`src/rtl/pipeline_stall_controller_pkg.sv`:
```
// Shared types and constants for the pipeline stall controller.
package pipeline_stall_controller_pkg;

  localparam int unsigned REG_W  = 5;
  localparam int unsigned DATA_W = 32;

  localparam logic [REG_W-1:0] REG_ZERO = 5'd0;

  typedef enum logic [1:0] {
    RUN      = 2'd0,
    MEM_WAIT = 2'd1,
    ERROR    = 2'd2
  } state_e;

endpackage

```
`src/rtl/hazard_capture_unit.sv`:
```
// Late-writeback capture select for the ID/EX source operands while EX is frozen.
module hazard_capture_unit
  import pipeline_stall_controller_pkg::*;
(
  input  logic              i_ex_stall,
  input  logic              i_wb_regwrite,
  input  logic [REG_W-1:0]  i_wb_rd,
  input  logic [DATA_W-1:0] i_wb_result,
  input  logic [REG_W-1:0]  i_ex_rs1,
  input  logic [REG_W-1:0]  i_ex_rs2,
  output logic              o_rs1_en,
  output logic [DATA_W-1:0] o_rs1_data,
  output logic              o_rs2_en,
  output logic [DATA_W-1:0] o_rs2_data
);

  logic w_wb_live;

  // Writeback only matters when it targets a real register and EX is held.
  always_comb begin
    w_wb_live  = i_ex_stall && i_wb_regwrite && (i_wb_rd != REG_ZERO);
    o_rs1_en   = w_wb_live && (i_wb_rd == i_ex_rs1);
    o_rs2_en   = w_wb_live && (i_wb_rd == i_ex_rs2);
    o_rs1_data = o_rs1_en ? i_wb_result : '0;
    o_rs2_data = o_rs2_en ? i_wb_result : '0;
  end

endmodule

```
`src/rtl/pipeline_stall_controller.sv`:
```
// Hazard and stall sequencer: load-use bubbles, redirect flushes and
// data-memory wait freezing with a sticky timeout error.
module pipeline_stall_controller
  import pipeline_stall_controller_pkg::*;
#(
  parameter int unsigned MEM_TIMEOUT = 64,
  parameter int unsigned PERF_W      = 32
) (
  input  logic              clk,
  input  logic              reset,
  input  logic [REG_W-1:0]  ID_rs1,
  input  logic [REG_W-1:0]  ID_rs2,
  input  logic              ID_uses_rs1,
  input  logic              ID_uses_rs2,
  input  logic [REG_W-1:0]  ID_EX_rs1,
  input  logic [REG_W-1:0]  ID_EX_rs2,
  input  logic [REG_W-1:0]  ID_EX_rd,
  input  logic              ID_EX_memread,
  input  logic [REG_W-1:0]  MEM_WB_rd,
  input  logic              MEM_WB_regwrite,
  input  logic [DATA_W-1:0] MEM_WB_result,
  input  logic              dmem_req,
  input  logic              dmem_ready,
  input  logic              EX_redirect,
  output logic              PC_stall,
  output logic              IF_ID_stall,
  output logic              EX_stall,
  output logic              MEM_stall,
  output logic              ID_EX_bubble,
  output logic              IF_ID_flush,
  output logic              EX_hazard_rs1_data_enable,
  output logic              EX_hazard_rs2_data_enable,
  output logic [DATA_W-1:0] EX_hazard_rs1_data,
  output logic [DATA_W-1:0] EX_hazard_rs2_data,
  output logic              mem_timeout_err,
  output logic [PERF_W-1:0] stall_cycles
);

  localparam int unsigned CNT_W = $clog2(MEM_TIMEOUT + 1);

  state_e             r_state;
  state_e             w_next;
  logic [CNT_W-1:0]   r_wait_cnt;
  logic               r_err;
  logic [PERF_W-1:0]  r_stall_cycles;
  logic               w_load_use;
  logic               w_freeze;
  logic               w_cnt_clr;
  logic               w_cnt_inc;

  // Load in EX feeding a source the ID instruction actually reads.
  always_comb begin
    w_load_use = ID_EX_memread && (ID_EX_rd != REG_ZERO) &&
                 ((ID_uses_rs1 && (ID_rs1 == ID_EX_rd)) ||
                  (ID_uses_rs2 && (ID_rs2 == ID_EX_rd)));
  end

  // Next state and same-cycle control; priority ERROR > memwait > redirect > load-use.
  always_comb begin
    w_next       = r_state;
    w_freeze     = 1'b0;
    w_cnt_clr    = 1'b0;
    w_cnt_inc    = 1'b0;
    PC_stall     = 1'b0;
    IF_ID_stall  = 1'b0;
    ID_EX_bubble = 1'b0;
    IF_ID_flush  = 1'b0;
    if (!reset) begin
      w_next   = RUN;
      w_freeze = (r_state == ERROR);
    end else begin
      unique case (r_state)
        RUN: begin
          if (dmem_req && !dmem_ready) begin
            w_freeze  = 1'b1;
            w_cnt_clr = 1'b1;
            w_next    = MEM_WAIT;
          end else if (EX_redirect) begin
            IF_ID_flush  = 1'b1;
            ID_EX_bubble = 1'b1;
          end else if (w_load_use) begin
            PC_stall     = 1'b1;
            IF_ID_stall  = 1'b1;
            ID_EX_bubble = 1'b1;
          end
        end
        MEM_WAIT: begin
          if (!dmem_ready) begin
            w_freeze = 1'b1;
            if (r_wait_cnt == CNT_W'(MEM_TIMEOUT - 1)) begin
              w_next = ERROR;
            end else begin
              w_cnt_inc = 1'b1;
            end
          end else begin
            w_next = RUN;
            if (EX_redirect) begin
              IF_ID_flush  = 1'b1;
              ID_EX_bubble = 1'b1;
            end
          end
        end
        ERROR: begin
          w_freeze = 1'b1;
        end
        default: begin
          w_next = RUN;
        end
      endcase
    end
    if (w_freeze) begin
      PC_stall    = 1'b1;
      IF_ID_stall = 1'b1;
    end
    EX_stall  = w_freeze;
    MEM_stall = w_freeze;
  end

  // State, wait counter, sticky error and saturating stall counter.
  always_ff @(posedge clk) begin
    if (!reset) begin
      r_state        <= RUN;
      r_wait_cnt     <= '0;
      r_err          <= 1'b0;
      r_stall_cycles <= '0;
    end else begin
      r_state <= w_next;
      if (w_cnt_clr) begin
        r_wait_cnt <= '0;
      end else if (w_cnt_inc) begin
        r_wait_cnt <= r_wait_cnt + CNT_W'(1);
      end
      if (w_next == ERROR) begin
        r_err <= 1'b1;
      end
      if (PC_stall && (r_stall_cycles != {PERF_W{1'b1}})) begin
        r_stall_cycles <= r_stall_cycles + PERF_W'(1);
      end
    end
  end

  assign mem_timeout_err = r_err;
  assign stall_cycles    = r_stall_cycles;

  hazard_capture_unit u_capture (
    .i_ex_stall    (EX_stall),
    .i_wb_regwrite (MEM_WB_regwrite),
    .i_wb_rd       (MEM_WB_rd),
    .i_wb_result   (MEM_WB_result),
    .i_ex_rs1      (ID_EX_rs1),
    .i_ex_rs2      (ID_EX_rs2),
    .o_rs1_en      (EX_hazard_rs1_data_enable),
    .o_rs1_data    (EX_hazard_rs1_data),
    .o_rs2_en      (EX_hazard_rs2_data_enable),
    .o_rs2_data    (EX_hazard_rs2_data)
  );

endmodule

```
`config.mk`:
```
export PLATFORM = sky130hd
export DESIGN_NAME = pipeline_stall_controller
export DESIGN_NICKNAME = d
export VERILOG_FILES = /design/src/rtl/pipeline_stall_controller_pkg.sv /design/src/rtl/hazard_capture_unit.sv /design/src/rtl/pipeline_stall_controller.sv
export SDC_FILE = /design/constraint.sdc
export NUM_CORES = 1
export LEC_CHECK = 0
export ABC_CLOCK_PERIOD_IN_PS = 3300
export CAP_MARGIN = 0
export CORE_UTILIZATION = 39
export DETAILED_ROUTE_END_ITERATION = 16
export GPL_TIMING_DRIVEN = 0
export PLACE_DENSITY = 0.88
export SLEW_MARGIN = 25
export SYNTH_ARGS = -nofsm -noshare
export SYNTH_HDL_FRONTEND = slang
export SYNTH_HIERARCHICAL = 1
export SYNTH_SLANG_ARGS = --single-unit
```
`constraint.sdc`:
```
create_clock -name clk -period 3.3 [get_ports clk]
set_clock_uncertainty 0.2 [all_clocks]
set_input_delay 0.495 -clock clk [delete_from_list [all_inputs] [get_ports clk]]
set_output_delay 0.495 -clock clk [all_outputs]
set_load 0.02 [all_outputs]
```
; Word level (Yosys, flattened, before mapping)
; Cells that the tools add are included.
[totals]
reg_bits = 42
inputBits = 71
elab_cells = 64
[op_classes]
n_addsub = 2
n_eq_ne = 9
n_mux = 32
bitwise = 1
n_reduce_logical = 16
[op_table]
columns = op, count
row1 = 32-bit two-way mux, 2
row2 = 32-bit by 1-bit adder with 32-bit output (second input constant), 1
row3 = 32-bit != test (second input constant), 1
row4 = 1-bit two-way mux, 22
row5 = 5-bit == test, 4
row6 = 1-bit logical AND, 10
row7 = 5-bit nonzero test, 2
row8 = 2-bit two-way mux, 4
row9 = 7-bit by 1-bit adder with 7-bit output (second input constant), 1
row10 = 7-bit by 6-bit == test with 1-bit output (second input constant), 1
row11 = 2-bit one-hot mux with 3 select lines, 1
row12 = 2-bit == test (second input constant), 2
row13 = 1-bit one-hot mux with 2 select lines, 2
row14 = 1-bit one-hot mux with 3 select lines, 1
row15 = 2-bit by 1-bit == test with 1-bit output (second input constant), 1
row16 = 2-bit logical NOT, 1
row17 = 2-bit OR reduction, 1
row18 = 1-bit logical NOT, 1
row19 = 1-bit logical OR, 1
row20 = 1-bit inverter, 1

; Logic depth before layout (Yosys ltp)
; Gate-level depths: netlist (run 1).
[logic_depth]
depth_word = 11
depth_mapped = 9
mapped_depth_nobuf = 7

; Cells and area by module
; The synthesis (run 1) kept the hierarchy.
[by_module_without_submodules]
columns = mod, n_inst, cells_per_inst, area_per_inst_um2, seq_area_each_um2
row1 = pipeline_stall_controller, 1, 284, 2354.8, 840.8
row2 = hazard_capture_unit, 1, 133, 728.2, 0.0

; Worst setup path before layout (run 1)
; Ideal clock, no wire load.
[synth_path]
path_kind = input port to output port
start = input reset
end = output EX_hazard_rs1_data[12]
t_arrival_ps = 2341
required_ps = 2605
path_slack_ps = 264
stages = 8
path_buffers = 3
path_cell_list = clkbuf_1 > nand3b_1 > nand2b_1 > and2_1 > clkbuf_1 > clkbuf_1 > nand2_1 > nor3_1
[synth_between]
elab_chain_len = 5
[synth_rtl]
columns = item, line_no
row1 = from (decl), pipeline_stall_controller.sv:10  ; input logic reset,
row2 = 1-bit two-way mux, pipeline_stall_controller.sv:68  ; if (!reset) begin
row3 = via EX_stall, pipeline_stall_controller.sv:27  ; output logic EX_stall,
row4 = 1-bit logical AND (2 in series), hazard_capture_unit.sv:21  ; w_wb_live = i_ex_stall && i_wb_regwrite && (i_wb_rd != REG_ZERO);
row5 = 1-bit logical AND, hazard_capture_unit.sv:22  ; o_rs1_en = w_wb_live && (i_wb_rd == i_ex_rs1);
row6 = 32-bit two-way mux, hazard_capture_unit.sv:24  ; o_rs1_data = o_rs1_en ? i_wb_result : '0;
row7 = to (decl), pipeline_stall_controller.sv:33  ; output logic [DATA_W-1:0] EX_hazard_rs1_data,
; The timed path passes the listed nets, and every way through them passes these cells.

; Worst setup path in the final report (run 1)
[layout_path]
start = input reset
end = output EX_hazard_rs2_data[10]
[layout_between]
elab_chain_len = 5
[layout_rtl]
columns = item, line_no
row1 = 1-bit two-way mux, pipeline_stall_controller.sv:68
row2 = 1-bit logical AND (2 in series), hazard_capture_unit.sv:21
row3 = 1-bit logical AND, hazard_capture_unit.sv:23  ; o_rs2_en = w_wb_live && (i_wb_rd == i_ex_rs2);
row4 = 32-bit two-way mux, hazard_capture_unit.sv:25  ; o_rs2_data = o_rs2_en ? i_wb_result : '0;
row5 = to (decl), pipeline_stall_controller.sv:34  ; output logic [DATA_W-1:0] EX_hazard_rs2_data,
; Every way passes these cells.

==> run_results.csv, run 1 <==
group,metric,value,unit
critical_path,crit_path_end_kind,"primary output",
drt,finalWirelength,11900,µm
power,power_density,217,nW/µm²
finish,layout-drive-gt1-share,15.6,%
power,power.switching,308,µW
drt,viasPerCell,5.78,
synth,synthTopCellsByArea,"dfxtp_1 (27%), nor3_1 (11%), or4_1 (7.1%)",
clocking,numCtsBuffers,5,
critical_path,max_stage_delay,0.49,ns
run_status,status,"finished, final reports clean",
clocking,cts_tree,"built",
clocking,clock_sinks,42,
floorplanning,dieArea,8260,µm²
finish,seqCellArea,841,µm²
synth,synth-edff-count,0,
global_routing,grt_antenna_before_repair,1,
placement,dp_slack,-1.00,ns
synth,syn_nets,490,
global_routing,grt_pass1_vias,3658,
floorplanning,rows,32,
synth,synth.largest_area_cell,"dfxtp_1",
placement,place.gp.congestion,0.897,
synth,yosysTopAreaCellShare,27.3,%
worst_hold_path,holdPathEnd,"r_wait_cnt[6]",
critical_path,required,2.60,ns
synth,yosysSeqAreaShare,27.3,%
clocking,cts-root-buf,"clkbuf_8",
clocking,clkLatencyLatePin,0.30,ns
power,p_leak,0.00184,µW
drt,ant_nets,0,
timing,min_period_over_period,97.6,%
finish,post-route-util,65.9,%
timing,period_needed,3.22,ns
critical_path,worstPathArrival,2.53,ns
finish,multiInputGateArea,2090,µm²
placement,dpl_cell_area,4960,µm²
floorplanning,pin_count,176,
timing,setup_tns,0,ns
global_routing,track_usage,27.1,%
critical_path,r2r.worst_path.cells,7,
clocking,clk_path_buf_depth,2,
finish,fillers,664,
drt,route.detailed.drc,0,
placement,io_buffers,175,
finish,stdcell_area,5060,µm²
drt,num_vias,4108,
synth,postSynthCellCount,417,
power,ir_drop,0.245,mV
timing,slew_violations,0,
clocking,clk_pin_slew,0.08,ns
critical_path,cp_max_fo,10,
floorplanning,die_x,90.9,µm
critical_path,path_class,"input pin to primary output",
worst_hold_path,hold_depth,2,
power,pwr-share-seq,46.6,%
power,combPwrFrac,24.0,%
floorplanning,start_util,40.1,%
timing,slew_headroom,61.8,%
global_routing,grt_max_degree,20,
global_routing,grt-ovfl-total,0,
power,sw_frac_of_total,28.1,%
drt,first_pass_iters,5,
global_routing,grt_pass1_wl,18300,µm
critical_path,rrSetupSlack,0.64,ns
critical_path,r2r_start,"stall_cycles[2]",
flow_run,max_cap_violations,0,
finish,final_nets,681,
worst_hold_path,min_from,"r_wait_cnt[6]",
placement,place_hpwl,8910,µm
synth,synthesis.area,3080,µm²
synth,avgSynthCellArea,7.39,µm²
critical_path,crit_path_start_kind,"input pin",
synth,synth-main-ff-cell,"dfxtp_1",
synth,yosys_warnings,6,
timing,finalHoldViolCount,0,
floorplanning,fp.coreArea,7690,µm²
synth,synth_cell_types,45,
drt,detail_route.wl_per_cell,16.7,µm
finish,area_delta_synth_final,64.2,%
critical_path,crit_slowest_cell,"clkdlybuf4s50_1",
timing,setup_viol,0,
timing,tightest_slew,0.571,ns
timing,worst_slack,0.0789,ns
floorplanning,chipHeight,90.9,µm
power,internal-power,789,µW
synth,synthArstFlopShare,0,%
power,pwr-share-clk,29.5,%
timing,max_freq,310,MHz
critical_path,r2r_end,"stall_cycles[7]",
drt,drtIter0Drc,145,
worst_hold_path,min_path_type,"register to register",
synth,synth-seq-cells,42,
clocking,htree_levels,2,
critical_path,path_cells,"clkdlybuf4s50_1, clkbuf_4, nand3b_1, nand2b_4, and2_2, buf_4, nand2_1, nor3_1, dlygate4sd2_1",
## area by class of cell
class / count / area share [%]
Timing Repair Buffer: 186 / 33.1
Buffer: 33 / 4.37
Inverter: 7 / 0.519
Antenna cell: 1 / 0.0494
Tap cell: 102 / 2.52
Clock inverter: 2 / 0.198
Clock buffer: 5 / 1.36
Multi-Input combinational cell: 333 / 41.3
Sequential cell: 42 / 16.6
## critical path, delay by kind of cell
kind,cells,cell delay [ns]
and+or+nand+nor,5,0.79
buffers and inverters,4,1.24
## flip-flops by register name, summed over array words and instances (netlist names)
register         count
mem_timeout_err      1
r_wait_cnt           7
r_state              2
stall_cycles        32
## worst max-delay path by stage
stage / from / end / slack (ns) / cells after the start
after floorplan: reset / EX_hazard_rs1_data[12] / 0.26 / 8
after global placement: reset / PC_stall / -0.94 / 10
after detailed placement: reset / PC_stall / -1.00 / 10
after CTS: ID_EX_rd[0] / PC_stall / -0.19 / 8
after global routing: reset / EX_hazard_rs2_data[13] / -0.006 / 9
final: reset / EX_hazard_rs2_data[10] / 0.08 / 9
## cells in the final DEF, fill, tap and decap left out, types with 3 or more instances in the layout
cell type / n
xnor2_1: 20
dlygate4sd1_1: 3
nand4_1: 15
or4_1: 29
o21ai_0: 3
and2_1: 5
nor2_1: 15
clkbuf_1: 14
clkbuf_2: 23
buf_6: 6
buf_4: 19
a21oi_1: 33
o31ai_1: 28
nand2_1: 49
clkdlybuf4s15_2: 5
clkdlybuf4s50_1: 106
buf_2: 4
inv_1: 7
and3_1: 6
clkdlybuf4s15_1: 3
dlygate4sd2_1: 29
nand3_1: 17
and4_1: 4
clkbuf_8: 7
nor3_2: 10
dfxtp_1: 42
nor3_1: 58
## power groups by stage
stage | logic, µW | registers, µW | clock network [µW]
CTS | 254 | 511 | 324
detailed placement | 242 | 523 | 0
global route | 279 | 512 | 343
floorplan | 112 | 524 | 0
finish | 263 | 511 | 323
global placement | 236 | 523 | 0
## metrics by stage
stage | hold WS [ns] | power, µW | cells
global route | 0.291 | 1130 | 711
detailed placement | 0.262 | 764 | 694
CTS | 0.273 | 1090 | 708
finish | 0.270 | 1100 | 711
floorplan | 0.228 | 636 | 417
global placement | 0.244 | 759 | 694
## cells by family (layout without fill, tap and decap cells)
logic type | count (synthesis) | count (layout) | synth area share [%]
and+or+nand+nor | 228 | 228 | 40.8
AOI/OAI and AO/OA | 79 | 79 | 16.9
DFF | 42 | 42 | 27.3
buffers and inverters | 42 | 233 | 7.26
xor gates and xnor gates | 22 | 22 | 6.25
adders and majority gates | 2 | 2 | 0.812
muxes | 2 | 2 | 0.649
other | 0 | 1 | 0
## routing by layer
metal,vias up,wire [µm],track usage [%]
met1,1926,4650,30.2
met5,-,0,0
li1,1946,-,-
met4,0,250,7.80
met2,212,6160,51.6
met3,24,838,4.97
## cells in the mapped netlist (4+ instances only)
library cell   n
inv_1          7
dfxtp_1       42
buf_6          6
or4_1         29
nand3_1       17
xnor2_1       20
nor3_1        66
nor2_1        16
and4_1         4
o31ai_1       28
buf_4          5
clkbuf_1      21
and3_1         6
nand4_1       15
and2_1         6
a21oi_1       34
nand2_1       49
## timing repair
item                                    CTS  global route
setup buffers                             9             2
gates resized for setup                 110            86
hold buffers                              0             0
pin swaps                                 3             3
endpoints found under the setup margin   68            62
Note: power is estimated with default switching activity, not from simulation.
==> run 2, diff against run 1 <==
Settings changed: SLEW_MARGIN 25 to not set.
==> results of run 2 <==
Final layout, timing and power as in run 1 (identical DEF).
